`src/rtl/cubehash_ctrl_param_if.sv`:
```
// Control/handshake bundle between the CubeHash controller and its neighbours.
// master = controller side, slave = block buffer / datapath / consumer side.
interface cubehash_ctrl_param_if #(
  parameter int BCNT_W = 16
);
  logic              start;
  logic              abort;
  logic              blk_valid;
  logic              blk_last;
  logic              blk_ready;
  logic              load_iv;
  logic              round_en;
  logic              xor_blk;
  logic              xor_fin;
  logic              out_valid;
  logic              out_ready;
  logic              busy;
  logic              err;
  logic [BCNT_W-1:0] blk_count;

  modport master (
    input  start, abort, blk_valid, blk_last, out_ready,
    output blk_ready, load_iv, round_en, xor_blk, xor_fin, out_valid, busy, err, blk_count
  );

  modport slave (
    output start, abort, blk_valid, blk_last, out_ready,
    input  blk_ready, load_iv, round_en, xor_blk, xor_fin, out_valid, busy, err, blk_count
  );
endinterface

```
`src/rtl/cubehash_ctrl_param.sv`:
```
// Sequencing FSM for the CubeHash round datapath: IV load, init rounds, block
// absorption, final XOR, final rounds and digest handshake.
module cubehash_ctrl_param #(
  parameter int R      = 16,
  parameter int I_MULT = 10,
  parameter int F_MULT = 10,
  parameter int BCNT_W = 16
) (
  input logic                   clk,
  input logic                   rst_n,
  cubehash_ctrl_param_if.master bus
);
  localparam int MM = (I_MULT > F_MULT) ? I_MULT : F_MULT;
  localparam int RW = (R > 1) ? $clog2(R) : 1;
  localparam int PW = (MM > 1) ? $clog2(MM) : 1;
  localparam logic [RW-1:0] RND_LAST  = RW'(R - 1);
  localparam logic [PW-1:0] INIT_LAST = PW'(I_MULT - 1);
  localparam logic [PW-1:0] FIN_LAST  = PW'(F_MULT - 1);

  typedef enum logic [2:0] {IDLE, INIT, WAIT_BLK, ROUND, FIN_XOR, FINAL, OUT} state_e;

  state_e            state_q;
  logic [RW-1:0]     rnd_q;
  logic [PW-1:0]     rep_q;
  logic              last_q;
  logic [BCNT_W-1:0] bcnt_q, bcnt_d;
  logic              rnd_wrap, in_wait, busy, bad_blk;

  assign rnd_wrap = (rnd_q == RND_LAST);
  assign bcnt_d   = (bcnt_q == '1) ? bcnt_q : bcnt_q + 1'b1;
  assign in_wait  = (state_q == WAIT_BLK);
  assign busy     = (state_q != IDLE);
  assign bad_blk  = state_q inside {ROUND, FIN_XOR, FINAL, OUT};

  always_ff @(posedge clk or negedge rst_n) begin
    if (!rst_n) begin
      state_q <= IDLE;
      rnd_q   <= '0;
      rep_q   <= '0;
      last_q  <= 1'b0;
      bcnt_q  <= '0;
    end else if (bus.abort) begin
      state_q <= IDLE;
      rnd_q   <= '0;
      rep_q   <= '0;
      last_q  <= 1'b0;
      bcnt_q  <= '0;
    end else begin
      case (state_q)
        IDLE: if (bus.start) begin
          state_q <= INIT;
          rnd_q   <= '0;
          rep_q   <= '0;
          last_q  <= 1'b0;
          bcnt_q  <= '0;
        end
        INIT: if (rnd_wrap) begin
          rnd_q <= '0;
          if (rep_q == INIT_LAST) begin
            rep_q   <= '0;
            state_q <= WAIT_BLK;
          end else begin
            rep_q <= rep_q + 1'b1;
          end
        end else begin
          rnd_q <= rnd_q + 1'b1;
        end
        WAIT_BLK: if (bus.blk_valid) begin
          last_q  <= bus.blk_last;
          bcnt_q  <= bcnt_d;
          state_q <= ROUND;
        end
        ROUND: if (rnd_wrap) begin
          rnd_q   <= '0;
          state_q <= last_q ? FIN_XOR : WAIT_BLK;
        end else begin
          rnd_q <= rnd_q + 1'b1;
        end
        FIN_XOR: state_q <= FINAL;
        FINAL: if (rnd_wrap) begin
          rnd_q <= '0;
          if (rep_q == FIN_LAST) begin
            rep_q   <= '0;
            state_q <= OUT;
          end else begin
            rep_q <= rep_q + 1'b1;
          end
        end else begin
          rnd_q <= rnd_q + 1'b1;
        end
        OUT: if (bus.out_ready) state_q <= IDLE;
        default: state_q <= IDLE;
      endcase
    end
  end

  // abort suppresses every strobe and error in its cycle; level outputs follow state
  assign bus.busy      = busy;
  assign bus.blk_ready = in_wait;
  assign bus.out_valid = (state_q == OUT);
  assign bus.blk_count = bcnt_q;
  assign bus.round_en  = !bus.abort && (state_q inside {INIT, ROUND, FINAL});
  assign bus.xor_fin   = !bus.abort && (state_q == FIN_XOR);
  assign bus.load_iv   = rst_n && !bus.abort && (state_q == IDLE) && bus.start;
  assign bus.xor_blk   = !bus.abort && in_wait && bus.blk_valid;
  assign bus.err       = !bus.abort && ((bus.start && busy) ||
                                        (bus.blk_valid && bad_blk) ||
                                        (bus.blk_last && !bus.blk_valid && in_wait));
endmodule

```
`src/flat_wrapper.sv`:
```
// flat-port wrapper written by rule: the top's interface ports become plain ports
module cubehash_ctrl_param_flat 
#(
  parameter int R      = 16,
  parameter int I_MULT = 10,
  parameter int F_MULT = 10,
  parameter int BCNT_W = 16
)
  (clk, rst_n, bus_start, bus_abort, bus_blk_valid, bus_blk_last, bus_out_ready, bus_blk_ready, bus_load_iv, bus_round_en, bus_xor_blk, bus_xor_fin, bus_out_valid, bus_busy, bus_err, bus_blk_count);
  cubehash_ctrl_param_if #(.BCNT_W(BCNT_W)) bus_i ();
  input logic clk;
  input logic rst_n;
  input wire logic [$bits(bus_i.start)-1:0] bus_start;
  input wire logic [$bits(bus_i.abort)-1:0] bus_abort;
  input wire logic [$bits(bus_i.blk_valid)-1:0] bus_blk_valid;
  input wire logic [$bits(bus_i.blk_last)-1:0] bus_blk_last;
  input wire logic [$bits(bus_i.out_ready)-1:0] bus_out_ready;
  output wire logic [$bits(bus_i.blk_ready)-1:0] bus_blk_ready;
  output wire logic [$bits(bus_i.load_iv)-1:0] bus_load_iv;
  output wire logic [$bits(bus_i.round_en)-1:0] bus_round_en;
  output wire logic [$bits(bus_i.xor_blk)-1:0] bus_xor_blk;
  output wire logic [$bits(bus_i.xor_fin)-1:0] bus_xor_fin;
  output wire logic [$bits(bus_i.out_valid)-1:0] bus_out_valid;
  output wire logic [$bits(bus_i.busy)-1:0] bus_busy;
  output wire logic [$bits(bus_i.err)-1:0] bus_err;
  output wire logic [$bits(bus_i.blk_count)-1:0] bus_blk_count;
  assign bus_i.start = bus_start;
  assign bus_i.abort = bus_abort;
  assign bus_i.blk_valid = bus_blk_valid;
  assign bus_i.blk_last = bus_blk_last;
  assign bus_i.out_ready = bus_out_ready;
  assign bus_blk_ready = bus_i.blk_ready;
  assign bus_load_iv = bus_i.load_iv;
  assign bus_round_en = bus_i.round_en;
  assign bus_xor_blk = bus_i.xor_blk;
  assign bus_xor_fin = bus_i.xor_fin;
  assign bus_out_valid = bus_i.out_valid;
  assign bus_busy = bus_i.busy;
  assign bus_err = bus_i.err;
  assign bus_blk_count = bus_i.blk_count;
  cubehash_ctrl_param #(.R(R), .I_MULT(I_MULT), .F_MULT(F_MULT), .BCNT_W(BCNT_W)) u_core (.clk(clk), .rst_n(rst_n), .bus(bus_i));
endmodule
```
`config.mk`:
```
export PLATFORM = sky130hd
export DESIGN_NAME = cubehash_ctrl_param_flat
export DESIGN_NICKNAME = d
export VERILOG_FILES = /design/src/rtl/cubehash_ctrl_param_if.sv /design/src/rtl/cubehash_ctrl_param.sv /design/src/flat_wrapper.sv
export SDC_FILE = /design/constraint.sdc
export NUM_CORES = 1
export LEC_CHECK = 0
export CAP_MARGIN = 20
export CORE_ASPECT_RATIO = 0.7
export CORE_MARGIN = 5
export CORE_UTILIZATION = 45
export DETAILED_ROUTE_END_ITERATION = 10
export DONT_BUFFER_PORTS = 1
export PLACE_DENSITY = 0.72
export SLEW_MARGIN = 15
export SYNTH_ARGS = -nofsm -noshare
export SYNTH_HDL_FRONTEND = slang
export SYNTH_SLANG_ARGS = --single-unit
```
`constraint.sdc`:
```
create_clock -name clk -period 3.52 [get_ports clk]
set_input_delay 0.352 -clock clk [delete_from_list [all_inputs] [get_ports clk]]
set_output_delay 0.352 -clock clk [all_outputs]
set_load 0.1 [all_outputs]
```
-- Yosys cells after proc, flatten, opt, wreduce, memory -nomap -nowiden
Index checks and enable logic that the tools add are counted.
- add/subtract/negate cells: 3
- eq/ne operators: 19
- multiplexer cells: 28
- reductions and logical operators: 30
- operator list (cell ; count):
    two-way mux 16 bit ; 4
    case mux 16 bit (2 select lines) ; 1
    two-way mux 3 bit ; 10
    two-way mux 4 bit ; 6
    case mux 3 bit (7 select lines) ; 1
    adder 16 x 1 -> 16 bit, second input constant ; 1
    == test 16 bit, second input constant ; 1
    case mux 4 bit (2 select lines) ; 2
    inequality test 3 x 2 -> 1 bit, second input constant ; 5
    nonzero test 3 bit ; 5
    logical AND 1 bit ; 12
    inequality test 3 bit, second input constant ; 4
    == test 3 bit, second input constant ; 3
    adder 4 x 1 -> 4 bit, second input constant ; 2
    == test 4 bit, second input constant ; 2
    AND reduction 8 bit ; 1
    == test 3 x 2 -> 1 bit, second input constant ; 2
    AND reduction 3 bit ; 2
    AND reduction 4 bit ; 1
    nonzero test 4 bit ; 1
    == test 3 x 1 -> 1 bit, second input constant ; 1
    zero test 3 bit ; 1
    two-way mux 1 bit ; 3
    inequality test 3 x 1 -> 1 bit, second input constant ; 1
    6 further kinds ; 8
- flip-flop bits (word level): 28
- input bits: 7
- output and inout bits: 24
- word-level logic and storage cells: 85

-- Logic depth before layout (Yosys ltp)
Gate-level depths: netlist of run 1.
- word-level depth: 6
- depth in mapped cells: 7
- depth with buffers taken out: 7

-- Least setup slack after synthesis of run 1
Ideal clock, no wire load.
- path type: register -> output
- start point: register u_core.state_q[2]
- end point: output bus_xor_fin
- data arrival time: 3.604 ns
- data required time: 3.168 ns
- setup slack: -0.436 ns
- cell stages (with the launch flop): 4
- path buffers: 1
- cells stage by stage: dfrtp_1 clkbuf_1 inv_1 nor4_1
- longest elaborated chain between the ends: 2
- ends and longest elaborated chain (what ; line ; text):
    start, declared ; cubehash_ctrl_param.sv:22 ; state_e state_q;
    start signal, assigned ; cubehash_ctrl_param.sv:75 ; state_q <= last_q ? FIN_XOR : WAIT_BLK;
    == test 3 bit ; cubehash_ctrl_param.sv:103 ; assign bus.xor_fin = !bus.abort && (state_q == FIN_XOR);
    logical AND 1 bit ; cubehash_ctrl_param.sv:103 ;
    end, declared ; flat_wrapper.sv:22 ; output wire logic [$bits(bus_i.xor_fin)-1:0] bus_xor_fin;
Every way passes these cells.

-- Worst setup path after layout of run 1
- start point: register u_core.state_q[1]
- end point: output bus_err
- longest elaborated chain between the ends: 6
- elaborated cells between the ends (all ways): 13
- classes of those cells: 5 x eq/ne; 8 x reduce/logical
- ends and longest elaborated chain (what ; line ; text):
    == test 3 x 2 -> 1 bit or == test 3 bit (tied branches) ; cubehash_ctrl_param.sv:33 ; assign bad_blk = state_q inside {ROUND, FIN_XOR, FINAL, OUT};
    nonzero test 4 bit ; cubehash_ctrl_param.sv:33 ;
    logical AND 1 bit ; cubehash_ctrl_param.sv:107 ; (bus.blk_valid && bad_blk) ||
    logical OR 1 bit ; cubehash_ctrl_param.sv:106 ; assign bus.err = !bus.abort && ((bus.start && busy) ||
    logical OR 1 bit (*) ; cubehash_ctrl_param.sv:107 ;
    logical AND 1 bit (*) ; cubehash_ctrl_param.sv:106 ;
    end, declared ; flat_wrapper.sv:25 ; output wire logic [$bits(bus_i.err)-1:0] bus_err;
Every way passes the cells marked *; elsewhere a longest branch is shown, timed or not.

==> impl_metrics.json, run 1 <==
{
  "status": "finished clean",
  "hold_end": "u_core.state_q[2]$_DFFE_PN0P_",
  "final.period_utilization_pct": 76.3,
  "netlist_top_cells_area": "dfrtp_1 (39%), o21ai_0 (5.8%), a21oi_1 (4.7%), nand2_1 (3.3%), nand4_1 (3.1%)",
  "ys_seq_area_share_pct": 38.8,
  "row_count": 19,
  "path_class": "reg -> out",
  "fin_skew_ps": 4.66,
  "setup_slack_ps": 833,
  "clk_latency_ps": 270,
  "tightest_slew_ps": 1060,
  "detail-route-antenna-nets": 0,
  "fmax_mhz": 372,
  "yosys_warnings": 0,
  "cts_setup_buffers": 0,
  "end_kind": "output pin",
  "grt_pass1_vias": 1454,
  "layout_min_cycle_time_ps": 2690,
  "dp_hpwl_mm": 3.07,
  "firstDrtPassIters": 4,
  "cts_buffers": 3,
  "required_ps": 3170,
  "start_util_pct": 46.3,
  "drc_errors": 0,
  "drive_above_1_share_pct": 17.1,
  "die_h_um": 63.0,
  "place.port_buffers": 0,
  "drtIter0Drc": 129,
  "yosysTopAreaCell": "dfrtp_1",
  "die_area_mm2": 0.00540,
  "worst-path-max-fanout": 19,
  "grt_pass1_wl_mm": 7.15,
  "ir_drop_v": 0.000261,
  "ios": 31,
  "ys_ff_latch": 28,
  "timing.rr.end": "u_core.bus.blk_count[6]$_DFFE_PN0P_",
  "vias": 1588,
  "clk_path_buf_depth": 2,
  "synth.avg_cell_area_um2": 9.02,
  "grt_start_max_net_pins": 29,
  "hold_viol_final": 0,
  "power.leakage_nw": 0.895,
  "slowest_stage": "dfrtp_1",
  "syn_area_mm2": 0.00180,
  "ctsResizeCount": 0,
  "area_growth_pct": 12.3,
  "h-tree-depth": 1,
  "hold_path_depth": 1,
  "routed_wl_mm": 4.30,
  "hold_path_class": "in -> reg",
  "setup_violations": 0,
  "worstHoldStart": "bus_abort",
  "insertedDiodeCount": 0,
  "netlist_instances": 200,
  "nFillCells": 363,
  "fin_nets": 224,
  "core_area_mm2": 0.00390,
  "r2r_start": "u_core.state_q[1]$_DFFE_PN0P_",
  "fin_total_pwr_uw": 959,
  "crit_family": "flip-flops",
  "synth_top_area_share_pct": 38.8,
  "place_ws_ps": 1140,
  "place.gp.congestion": 0.768,
  "cp_num_buf_inv": 0,
  "rsz0062_at_grt": "no",
  "cts_hold_buf": 2,
  "vias_per_cell": 6.04,
  "drv_cap": 0,
  "setup_tns_ps": 0,
  "cts_tree": "built",
  "startpoint_type": "register",
  "r2r_slack_ps": 1140,
  "slew_viol_final": 0,
  "grt_overflow_total": 0,
  "clock_sink_count": 28,
  "grt_use_total_pct": 16.5,
  "rr_worst_depth": 5,
  "synth_nets": 211,
  "relSlewSlack_pct": 29.1,
  "cpPeakStageDelay_ps": 760,
  "antenna_found_initial": 0,
  "clkSlewWorstSetupHoldPaths_ps": 90,
  "dieWidth_um": 85.7,
  "cts_root_buffer": "clkbuf_8",
  "power.density_mw_per_mm2": 474,
  "worstPathCellList": "nor4b_4 -> nand2_1 -> o32ai_4",
  "wl_per_cell_um": 16.3,
  "cp.arrival_ps": 2330,
  "synth_cell_type_count": 48
}
## logic make-up after synthesis
logic type	count (synthesis)	share of synthesized area, %
AOI/OAI and AO/OA	69	23.4
adders and majority gates	5	3.33
buffers and inverters	17	5.69
DFF	28	38.8
muxes	3	2.08
and+or+nand+nor	78	26.6
## worst register-to-register path, delay by kind of cell (launching register included)
family / cells / cell delay [ps]
buffers and inverters: 1 / 400
AOI/OAI and AO/OA: 1 / 260
and+or+nand+nor: 3 / 860
DFF: 1 / 760
## synth_stat cells (all sizes together)
| master | count |
|---|---|
| or3b | 1 |
| o32ai | 1 |
| nor3 | 1 |
| o21a | 1 |
| inv | 5 |
| mux2 | 3 |
| nand2b | 3 |
| o31ai | 7 |
| a21o | 1 |
| nor4 | 2 |
| clkinv | 1 |
| maj3 | 1 |
| o22a | 1 |
| ha | 4 |
| o21bai | 2 |
| dfrtp | 28 |
| nand4 | 10 |
| and2 | 4 |
| a31oi | 2 |
| o22ai | 1 |
| a21oi | 18 |
| nor2b | 1 |
| o41ai | 1 |
| a41oi | 1 |
| nor4b | 1 |
| or3 | 2 |
| and3 | 8 |
| o2111ai | 1 |
| clkbuf | 3 |
| nand3 | 8 |
| and4 | 6 |
| nand2 | 17 |
| nor3b | 2 |
| buf | 8 |
| nand3b | 1 |
| o21ai | 29 |
| nor2 | 11 |
| a22oi | 1 |
| a22o | 2 |
## power breakdown
part | leakage (nW) | switching (mW) | internal (mW)
Sequential | 0.388 | 0.0683 | 0.343
Combinational | 0.486 | 0.275 | 0.100
Clock | 0.0216 | 0.0963 | 0.0769
Total | 0.895 | 0.439 | 0.520
## area by class of cell
| cell class | instances | area (µm²) | area share, % |
|---|---|---|---|
| Sequential cell | 28 | 701 | 34.6 |
| Clock buffer | 3 | 41.3 | 2.04 |
| Inverter | 6 | 23.8 | 1.17 |
| Multi-Input combinational cell | 155 | 1040 | 51.2 |
| Tap cell | 52 | 65.1 | 3.21 |
| Timing Repair Buffer | 19 | 158 | 7.78 |
## flip-flops by register name, indices dropped and copies added (netlist names)
name and cells:
u_core.rep_q 4, u_core.state_q 3, u_core.rnd_q 4, u_core.bus.blk_count 16, u_core.last_q 1
## per-stage QoR
| step | utilization (%) | hold slack (ps) | area [µm²] | instances |
|---|---|---|---|---|
| detailed placement | 50.1 | 57.1 | 1950 | 258 |
| global placement | 50.1 | 57.2 | 1950 | 258 |
| CTS | 52.0 | 122 | 2030 | 263 |
| global route | 52.0 | 116 | 2030 | 263 |
| floorplan | - | 56.4 | 1810 | 200 |
| finish | 52.0 | 132 | 2030 | 263 |
## cells in the final DEF (no fill, tap or decap), drive strengths merged, types with 3 or more instances in the layout
| cell | netlist | routed |
|---|---|---|
| nand2 | 17 | 17 |
| nor2 | 11 | 11 |
| nand4 | 10 | 10 |
| buf | 8 | 18 |
| a21oi | 18 | 18 |
| ha | 4 | 4 |
| and2 | 4 | 4 |
| nand2b | 3 | 3 |
| inv | 5 | 5 |
| mux2 | 3 | 3 |
| o21ai | 29 | 29 |
| clkbuf | 3 | 3 |
| and3 | 8 | 8 |
| dfrtp | 28 | 28 |
| o31ai | 7 | 7 |
| nand3 | 8 | 8 |
| and4 | 6 | 6 |
## per-layer routing
layer	routed length [µm]	vias to the layer above	global-route usage [%]
met4	38	0	3.56
met5	0	-	0
li1	-	775	-
met2	1850	37	24.7
met3	260	6	5.01
met1	2150	770	23.3
## worst max-delay path by stage
| stage | slack [ps] | end | start | cells after the start |
|---|---|---|---|---|
| after floorplan | 30 | bus_err | u_core.state_q[0]$_DFFE_PN0P_ | 5 |
| after global placement | 1210 | bus_err | u_core.state_q[1]$_DFFE_PN0P_ | 3 |
| after detailed placement | 1140 | bus_err | u_core.state_q[1]$_DFFE_PN0P_ | 3 |
| after CTS | 830 | bus_err | u_core.state_q[1]$_DFFE_PN0P_ | 3 |
| after global routing | 700 | bus_err | u_core.state_q[1]$_DFFE_PN0P_ | 3 |
| final | 830 | bus_err | u_core.state_q[1]$_DFFE_PN0P_ | 3 |
(Power assumes the default switching activity.)
==> run 2, diff against run 1 <==
--- a/config.mk
+++ b/config.mk
@@ -11,7 +11,7 @@
 export CORE_UTILIZATION = 45
 export DETAILED_ROUTE_END_ITERATION = 10
 export DONT_BUFFER_PORTS = 1
-export PLACE_DENSITY = 0.72
+export PLACE_DENSITY = 0.74
 export SLEW_MARGIN = 15
 export SYNTH_ARGS = -nofsm -noshare
 export SYNTH_HDL_FRONTEND = slang
==> constraint.sdc (replaced) <==
create_clock -name clk -period 2.3 [get_ports clk]
set_input_delay 0.23 -clock clk [delete_from_list [all_inputs] [get_ports clk]]
set_output_delay 0.23 -clock clk [all_outputs]
set_load 0.1 [all_outputs]
==> impl_metrics.json, run 2 (synthesis results as in run 1) <==
{
  "fin_skew_ps": 8.58,
  "grt_use_total_pct": 17.1,
  "worst-path-max-fanout": 16,
  "die_area_mm2": 0.00540,
  "grt_start_max_net_pins": 29,
  "row_count": 19,
  "core_area_mm2": 0.00390,
  "cts_root_buffer": "clkbuf_8",
  "path_class": "reg -> out",
  "clkSlewWorstSetupHoldPaths_ps": 90,
  "rsz0062_at_grt": "no",
  "wl_per_cell_um": 16.1,
  "insertedDiodeCount": 0,
  "fin_util_pct": 56.0,
  "final.period_utilization_pct": 90.7,
  "fmax_mhz": 479,
  "status": "finished clean",
  "hold_viol_final": 0,
  "setup_slack_ps": 214,
  "ios": 31,
  "grt_pass1_vias": 1481,
  "dp.cells": 270,
  "place.port_buffers": 0,
  "r2r_start": "u_core.rnd_q[0]$_DFFE_PN0P_",
  "fin_cells": 277,
  "relSlewSlack_pct": 64.0,
  "vias": 1647,
  "final_cell_mix": "buf_4 (27), dfrtp_1 (26), o21ai_0 (21)",
  "cts_tree": "built",
  "drive_above_1_share_pct": 22.7,
  "final_common_cell": "buf_4",
  "r2r_slack_ps": 340,
  "grt_overflow_total": 0,
  "drtIter0Drc": 179,
  "setup_violations": 0,
  "cts_buffers": 3,
  "place.gp.congestion": 0.828,
  "grt_pass1_wl_mm": 7.49,
  "timing.rr.end": "u_core.state_q[1]$_DFFE_PN0P_",
  "detail-route-antenna-nets": 0,
  "dp_hpwl_mm": 3.14,
  "drv_cap": 0,
  "clk_latency_ps": 280,
  "fin_area_mm2": 0.00218,
  "power.leakage_nw": 0.979,
  "ir_drop_v": 0.000441,
  "rr_worst_depth": 6,
  "required_ps": 2070,
  "power.density_mw_per_mm2": 773,
  "area_growth_pct": 21.0,
  "largest_reg_flops": 16,
  "routed_wl_mm": 4.47,
  "die_h_um": 63.0,
  "end_kind": "output pin",
  "tightest_slew_ps": 539,
  "hold_path_depth": 1,
  "startpoint_type": "register",
  "slew_viol_final": 0,
  "dpl-instance-area_mm2": 0.00207,
  "cp.arrival_ps": 1860,
  "worstHoldStart": "bus_abort",
  "hold_path_class": "in -> reg",
  "place_ws_ps": 404,
  "firstDrtPassIters": 4,
  "clk_path_buf_depth": 2,
  "start_util_pct": 46.3,
  "h-tree-depth": 1,
  "layout_min_cycle_time_ps": 2090,
  "clock_sink_count": 28,
  "antenna_found_initial": 1,
  "drc_errors": 0,
  "fin_nets": 237,
  "vias_per_cell": 5.95,
  "dieWidth_um": 85.7,
  "hold_end": "u_core.state_q[2]$_DFFE_PN0P_"
}
## run 2: changes by cell type in the layout (fill, tap and decap cells not counted)
cell / change
buf_12: +2
buf_4: +10
bufinv_16: +1
dfrtp_1: -2
dfrtp_2: +2
dlygate4sd3_1: +1
## run 2: per-stage QoR
stage                     TNS [ps]  hold slack (ps)  total power [mW]
after floorplan              -9.04            -65.6              1.17
after global placement           0            -64.4              1.27
after detailed placement         0            -64.5              1.29
after CTS                        0             9.16              1.69
after global routing             0             7.58              1.78
final                            0             14.2              1.69
## run 2: critical path, cell delays in order (launching register included)
cell and delay (ps):
dfrtp_1 460, buf_4 220, nor4_1 400, and3_1 220, buf_4 290
## run 2: final cells by class
type                            count  area, µm²
Fill cell                         346       1720
Clock inverter                      1       30.0
Timing Repair Buffer               32        283
Sequential cell                    28        703
Multi-Input combinational cell    155       1040
Tap cell                           52       65.1
Inverter                            6       23.8
Clock buffer                        3       41.3
## run 2: how the worst max path moves through the flow
| stage | endpoint | from | depth (start not counted) |
|---|---|---|---|
| 3_5_place_dp | u_core.state_q[1]$_DFFE_PN0P_ | u_core.rnd_q[0]$_DFFE_PN0P_ | 6 |
| 3_3_place_gp | u_core.state_q[1]$_DFFE_PN0P_ | u_core.rnd_q[0]$_DFFE_PN0P_ | 6 |
| 4_1_cts | bus_load_iv | u_core.state_q[1]$_DFFE_PN0P_ | 4 |
| 2_1_floorplan | bus_out_valid | u_core.state_q[1]$_DFFE_PN0P_ | 4 |
| 6_report | bus_load_iv | u_core.state_q[1]$_DFFE_PN0P_ | 4 |
| 5_1_grt | bus_load_iv | u_core.state_q[1]$_DFFE_PN0P_ | 4 |
## run 2: metal layers
| layer | vias up | GRT usage (%) | routed length, µm |
|---|---|---|---|
| met5 | - | 0 | 13 |
| met4 | 2 | 5.34 | 72 |
| met3 | 8 | 6.06 | 416 |
| met2 | 57 | 23.6 | 1980 |
| met1 | 772 | 24.6 | 1990 |
| li1 | 808 | - | - |
## run 2: where the power goes
| part | switching, mW | internal (mW) | leakage, nW |
|---|---|---|---|
| clock network | 0.158 | 0.233 | 0.0357 |
| logic | 0.494 | 0.228 | 0.559 |
| registers | 0.0470 | 0.527 | 0.384 |
| total | 0.699 | 0.988 | 0.979 |
## run 2: repair_timing
item / CTS / global route
hold endpoints to repair: 28 / 1
buffers inserted: 0 / 0
hold buffers: 2 / 1
gates resized for setup: 0 / 0
setup endpoints to repair: 0 / 0
==> variant 1: new RTL, settings of run 2 <==
`R` is set to 16 in 2 places; all go to 8.
--- a/src/rtl/cubehash_ctrl_param.sv
+++ b/src/rtl/cubehash_ctrl_param.sv
@@ -1,7 +1,7 @@
 // Sequencing FSM for the CubeHash round datapath: IV load, init rounds, block
 // absorption, final XOR, final rounds and digest handshake.
 module cubehash_ctrl_param #(
-  parameter int R      = 16,
+  parameter int R      = 8,
   parameter int I_MULT = 10,
   parameter int F_MULT = 10,
   parameter int BCNT_W = 16
--- a/src/flat_wrapper.sv
+++ b/src/flat_wrapper.sv
@@ -1,7 +1,7 @@
 // flat-port wrapper written by rule: the top's interface ports become plain ports
 module cubehash_ctrl_param_flat 
 #(
-  parameter int R      = 16,
+  parameter int R      = 8,
   parameter int I_MULT = 10,
   parameter int F_MULT = 10,
   parameter int BCNT_W = 16
Formal check against the unedited RTL: no difference found for any inputs over 10 cycles, from zero or initial values and one cycle with rst_n low; that may be too few to reach the edited logic, so the function may still have changed.
==> variant 1 against run 2 <==
  * Sequential cell count decreased by 1
  * Critical path type unchanged
  * Design area is 0.17% lower
  * Hold slack lost 7.1 ps
  * Sequential share of layout area fell by 1.0 points
  * Highest routed layer is now met4
  * Routed wire length increased by 3.9%
  * Largest cell class unchanged
  * Synthesized area decreased by 1.0%
  * Setup slack got worse by 77 ps
Power is not compared: it rests on default switching activity, and its combinational part moved more than twofold at a synthesized area within 25%.
==> variant 1: results (changes against run 2) <==
share of cells above drive strength 1 0.218 (-0.00866); largest net degree at the start of global routing 28 (-3.4%); Post-synth top cells 27 x dfrtp_1, 12 x nand2_1, 12 x nor3_1, 8 x nand3_1; 1st-iter DRT viols 136 (-24%); skew final 12.9 ps (+4.35 ps); GRT Total Usage 0.179 (+0.00862); via count 1690 (+2.6%); number of fill cells 340 (-1.7%); CP max FO 12 (-4); fin nets 224 (-5.5%); outcome finished, final reports clean; Placer Congestion 0.798 (-3.7%); sequential area share after synthesis 0.378 (-0.00993); first-pass GRT wire length 7850 um (+4.7%); cells on worst reg2reg path 5 (-1); clock root buffer clkbuf_8; Worst-Margin Slew 560 ps (+20.7 ps); Post-Place Cell Area 2090 um2 (+1.0%); Area contributors post-synth dfrtp_1 38%, ha_1 3.5%, nor3_1 3.4%, nand2_1 2.5%, a211o_1 2.5%; Arr. time, crit path 1930 ps (+70 ps); pre-CTS setup slack 359 ps (-44.8 ps); Yosys cell types 53 (+10%); fin util 0.562 (+0.00247); Post-Place Cells 256 (-5.2%); DR WL/cell 17.6 um (+9.5%)
[variant 1: cell count changes in the layout (fill, tap and decap cells not counted), sizes merged, moves of 4 or more]
cell	delta
o211ai	+4
a211o	+5
a21o	+4
a2bb2oi	+4
o31ai	-5
nand2	-4
nor2	-6
nor3	+11
a21oi	-12
o21ai	-21
[variant 1: kinds of logic after synthesis]
logic type	count (synthesis)	share of synthesized area
fa+ha+maj	5	0.0350
mux	4	0.0238
simple gates	80	0.289
xor+xnor	1	0.00491
compound gates	53	0.225
buf+inv	17	0.0434
flops	27	0.378
[variant 1: layout make-up]
| cell class | instances | share of cell area |
|---|---|---|
| Clock buffer | 4 | 0.0207 |
| Tap cell | 52 | 0.0299 |
| Inverter | 7 | 0.0121 |
| Timing Repair Buffer | 30 | 0.123 |
| Sequential cell | 27 | 0.312 |
| Multi-Input combinational cell | 143 | 0.503 |
[variant 1: worst max-delay path, cell delays in order, from the launching register on]
cell and delay [ps]:
dfrtp_1 540, or3b_1 500, nor4b_4 270, buf_4 330
[variant 1: layer usage]
metal,routed length (um),up-vias,track usage
li1,-,778,-
met1,2070,835,0.234
met2,2130,66,0.274
met3,371,11,0.0632
met4,76,0,0.0632
met5,0,-,0
[variant 1: timing repair]
action,in CTS,in global routing
setup endpoints to repair,0,3
endpoints found under the hold margin,27,1
hold buffers,2,1
gates resized for setup,0,1
[variant 1: path summary, 6_finish.rpt]
path                                    from                  endpoint  slack [ps]
min in group asynchronous              rst_n  u_core.bus.blk_count[14]         400
hold / removal                     bus_abort         u_core.state_q[2]           7
hold reg to reg              u_core.rnd_q[1]           u_core.rnd_q[1]         520
setup reg to reg           u_core.state_q[2]   u_core.bus.blk_count[6]         350
setup / recovery           u_core.state_q[2]               bus_load_iv         140
max in group asynchronous              rst_n   u_core.bus.blk_count[0]        1720
[variant 1: power by group through the flow]
stage	combinational, mW	sequential [mW]	clock [mW]
3_3_place_gp	0.0773	0.495	0
5_1_grt	0.104	0.487	0.309
4_1_cts	0.0959	0.486	0.288
3_5_place_dp	0.0798	0.495	0
2_1_floorplan	0.0737	0.488	0
6_report	0.0963	0.486	0.283
==> variant 2: new RTL, settings of run 2 <==
Made on the original files. Make the reset (`rst_n`) synchronous in one clocked block.
--- a/src/rtl/cubehash_ctrl_param.sv
+++ b/src/rtl/cubehash_ctrl_param.sv
@@ -32,7 +32,7 @@
   assign busy     = (state_q != IDLE);
   assign bad_blk  = state_q inside {ROUND, FIN_XOR, FINAL, OUT};
 
-  always_ff @(posedge clk or negedge rst_n) begin
+  always_ff @(posedge clk) begin
     if (!rst_n) begin
       state_q <= IDLE;
       rnd_q   <= '0;
Check against the original RTL: differs if rst_n is asserted again (counterexample within 4 cycles, from zero or initial values and one cycle with rst_n low); with rst_n held inactive, the same outputs for 10 cycles.
==> variant 2 against run 2 <==
  * Global-route usage up 1.7 points
  * Critical path type unchanged
  * Non-clock buffer count unchanged
  * Fmax up 2.0%
  * Sequential cell count unchanged
  * First-iteration DRC count up 51%
  * Register-to-register slack better by 30 ps
  * Setup slack better by 40 ps
  * Routed wire length up 4.0%
  * Critical endpoint unchanged
  * Synthesized area down 7.0%
  * Design area down 6.0%
  * Hold slack better by 100 ps
  * Largest cell class unchanged
  * Highest routed layer is now met4
Power is not compared: it rests on default switching activity, and its combinational part moved more than twofold at a synthesized area within 25%.
==> variant 2: results (changes against run 2) <==
GRT Total Usage 0.187 (+0.0166); Worst setup startpoint u_core.state_q[2]; Yosys cell types 46 (-4.2%); reg-to-reg endpoint u_core.bus.blk_count[6]; Arr. time, crit path 1820 ps (-40 ps); Placer Congestion 0.884 (+6.8%); Area contributors post-synth dfxtp_1 33%, nor2_1 6.3%, a21oi_1 5.4%, a31oi_1 4.1%, nand3_1 3.9%; first-pass GRT wire length 7660 um (+2.2%); FF-to-FF setup slack 370 ps (+30 ps); CP max FO 13 (-3); 1st-iter DRT viols 270 (+51%); share of cells above drive strength 1 0.259 (+0.0327); # diodes 0 (unchanged); H-tree Lvls 1 (unchanged); HP Start bus_blk_last; worst hold path depth 2 (+1); initial antenna violation count 0 (-1); skew final 4.85 ps (-3.73 ps); syn_nets 229 (+8.5%); final WL 4640 um (+4.0%); clk_lat worst skew 280 ps (about the same); Post-synth top cells 28 x dfxtp_1, 28 x nor2_1, 18 x a21oi_1, 13 x nand3_1, 13 x o21ai_0; sequential area share after synthesis 0.334 (-0.0543); IO buf count 0 (unchanged); Slew headroom 0.662 (+0.0211); via count 1807 (+9.7%); vias in the first global route 1558 (+5.2%); Main synth FF type dfxtp_1; Final Cycle Share 0.889 (-0.0174); WHS 114 ps (+100 ps); pre-CTS setup slack 380 ps (-23.9 ps); fin nets 252 (+6.3%); Endpoint, Worst Hold u_core.last_q; Cell Count, Final, Fillers Out 289 (+4.3%); outcome finished, final reports clean; Post-DP HPWL 3430 um (+9.0%); Post-Place Cell Area 2010 um2 (-3.0%); Async SR Flop Fraction 0 (-1.00); post-synthesis cell count 218 (+9.0%); largest net degree at the start of global routing 15 (-48%); drt pass-1 iters 5 (+1); Static Leak 0.704 nW
==> variant 2: cell count changes after synthesis, moves of 6 or more <==
| cell | before | now |
|---|---|---|
| clkbuf_1 | 3 | 9 |
| o21ai_0 | 21 | 13 |
| nor3_1 | 1 | 8 |
| dfxtp_1 | 0 | 28 |
| nor2_1 | 11 | 28 |
| and4_1 | 6 | 0 |
| o21ai_1 | 7 | 0 |
| dfrtp_1 | 28 | 0 |
| a31oi_1 | 2 | 11 |
| o31ai_1 | 7 | 1 |
==> variant 2: routing by layer <==
layer | GRT usage | part of all wire | vias up
li1 | - | - | 858
met1 | 0.278 | 0.47 | 841
met3 | 0.0468 | 0.096 | 4
met4 | 0.0559 | 0.011 | 0
met5 | 0 | 0 | -
met2 | 0.268 | 0.43 | 104
==> variant 2: critical path: stages, from the launching register on <==
cell     delay, ps
dfxtp_1        350
buf_4          180
or4_1          620
nor2_2         200
buf_12         190
==> variant 2: area by class of cell <==
class / count / area (um2)
fillers: 349 / 1510
inverters: 5 / 22.5
clock buffers: 3 / 41.3
repair buffers: 32 / 278
flip-flops and latches: 28 / 576
multi-input cells: 171 / 1070
well taps: 50 / 62.6
==> variant 2: power groups by stage <==
stage | clock network [mW] | logic, mW | registers (mW)
4_1_cts | 0.276 | 0.115 | 0.490
2_1_floorplan | 0 | 0.0915 | 0.499
3_3_place_gp | 0 | 0.114 | 0.501
6_report | 0.270 | 0.117 | 0.491
5_1_grt | 0.293 | 0.125 | 0.491
3_5_place_dp | 0 | 0.115 | 0.502
==> variant 2: logic make-up after synthesis <==
group                      after synthesis  share of synthesized area
and+or+nand+nor                        106                      0.356
AOI/OAI and AO/OA                       57                      0.205
DFF                                     28                      0.334
buffers and inverters                   19                     0.0507
muxes                                    4                     0.0246
adders and majority gates                4                     0.0298
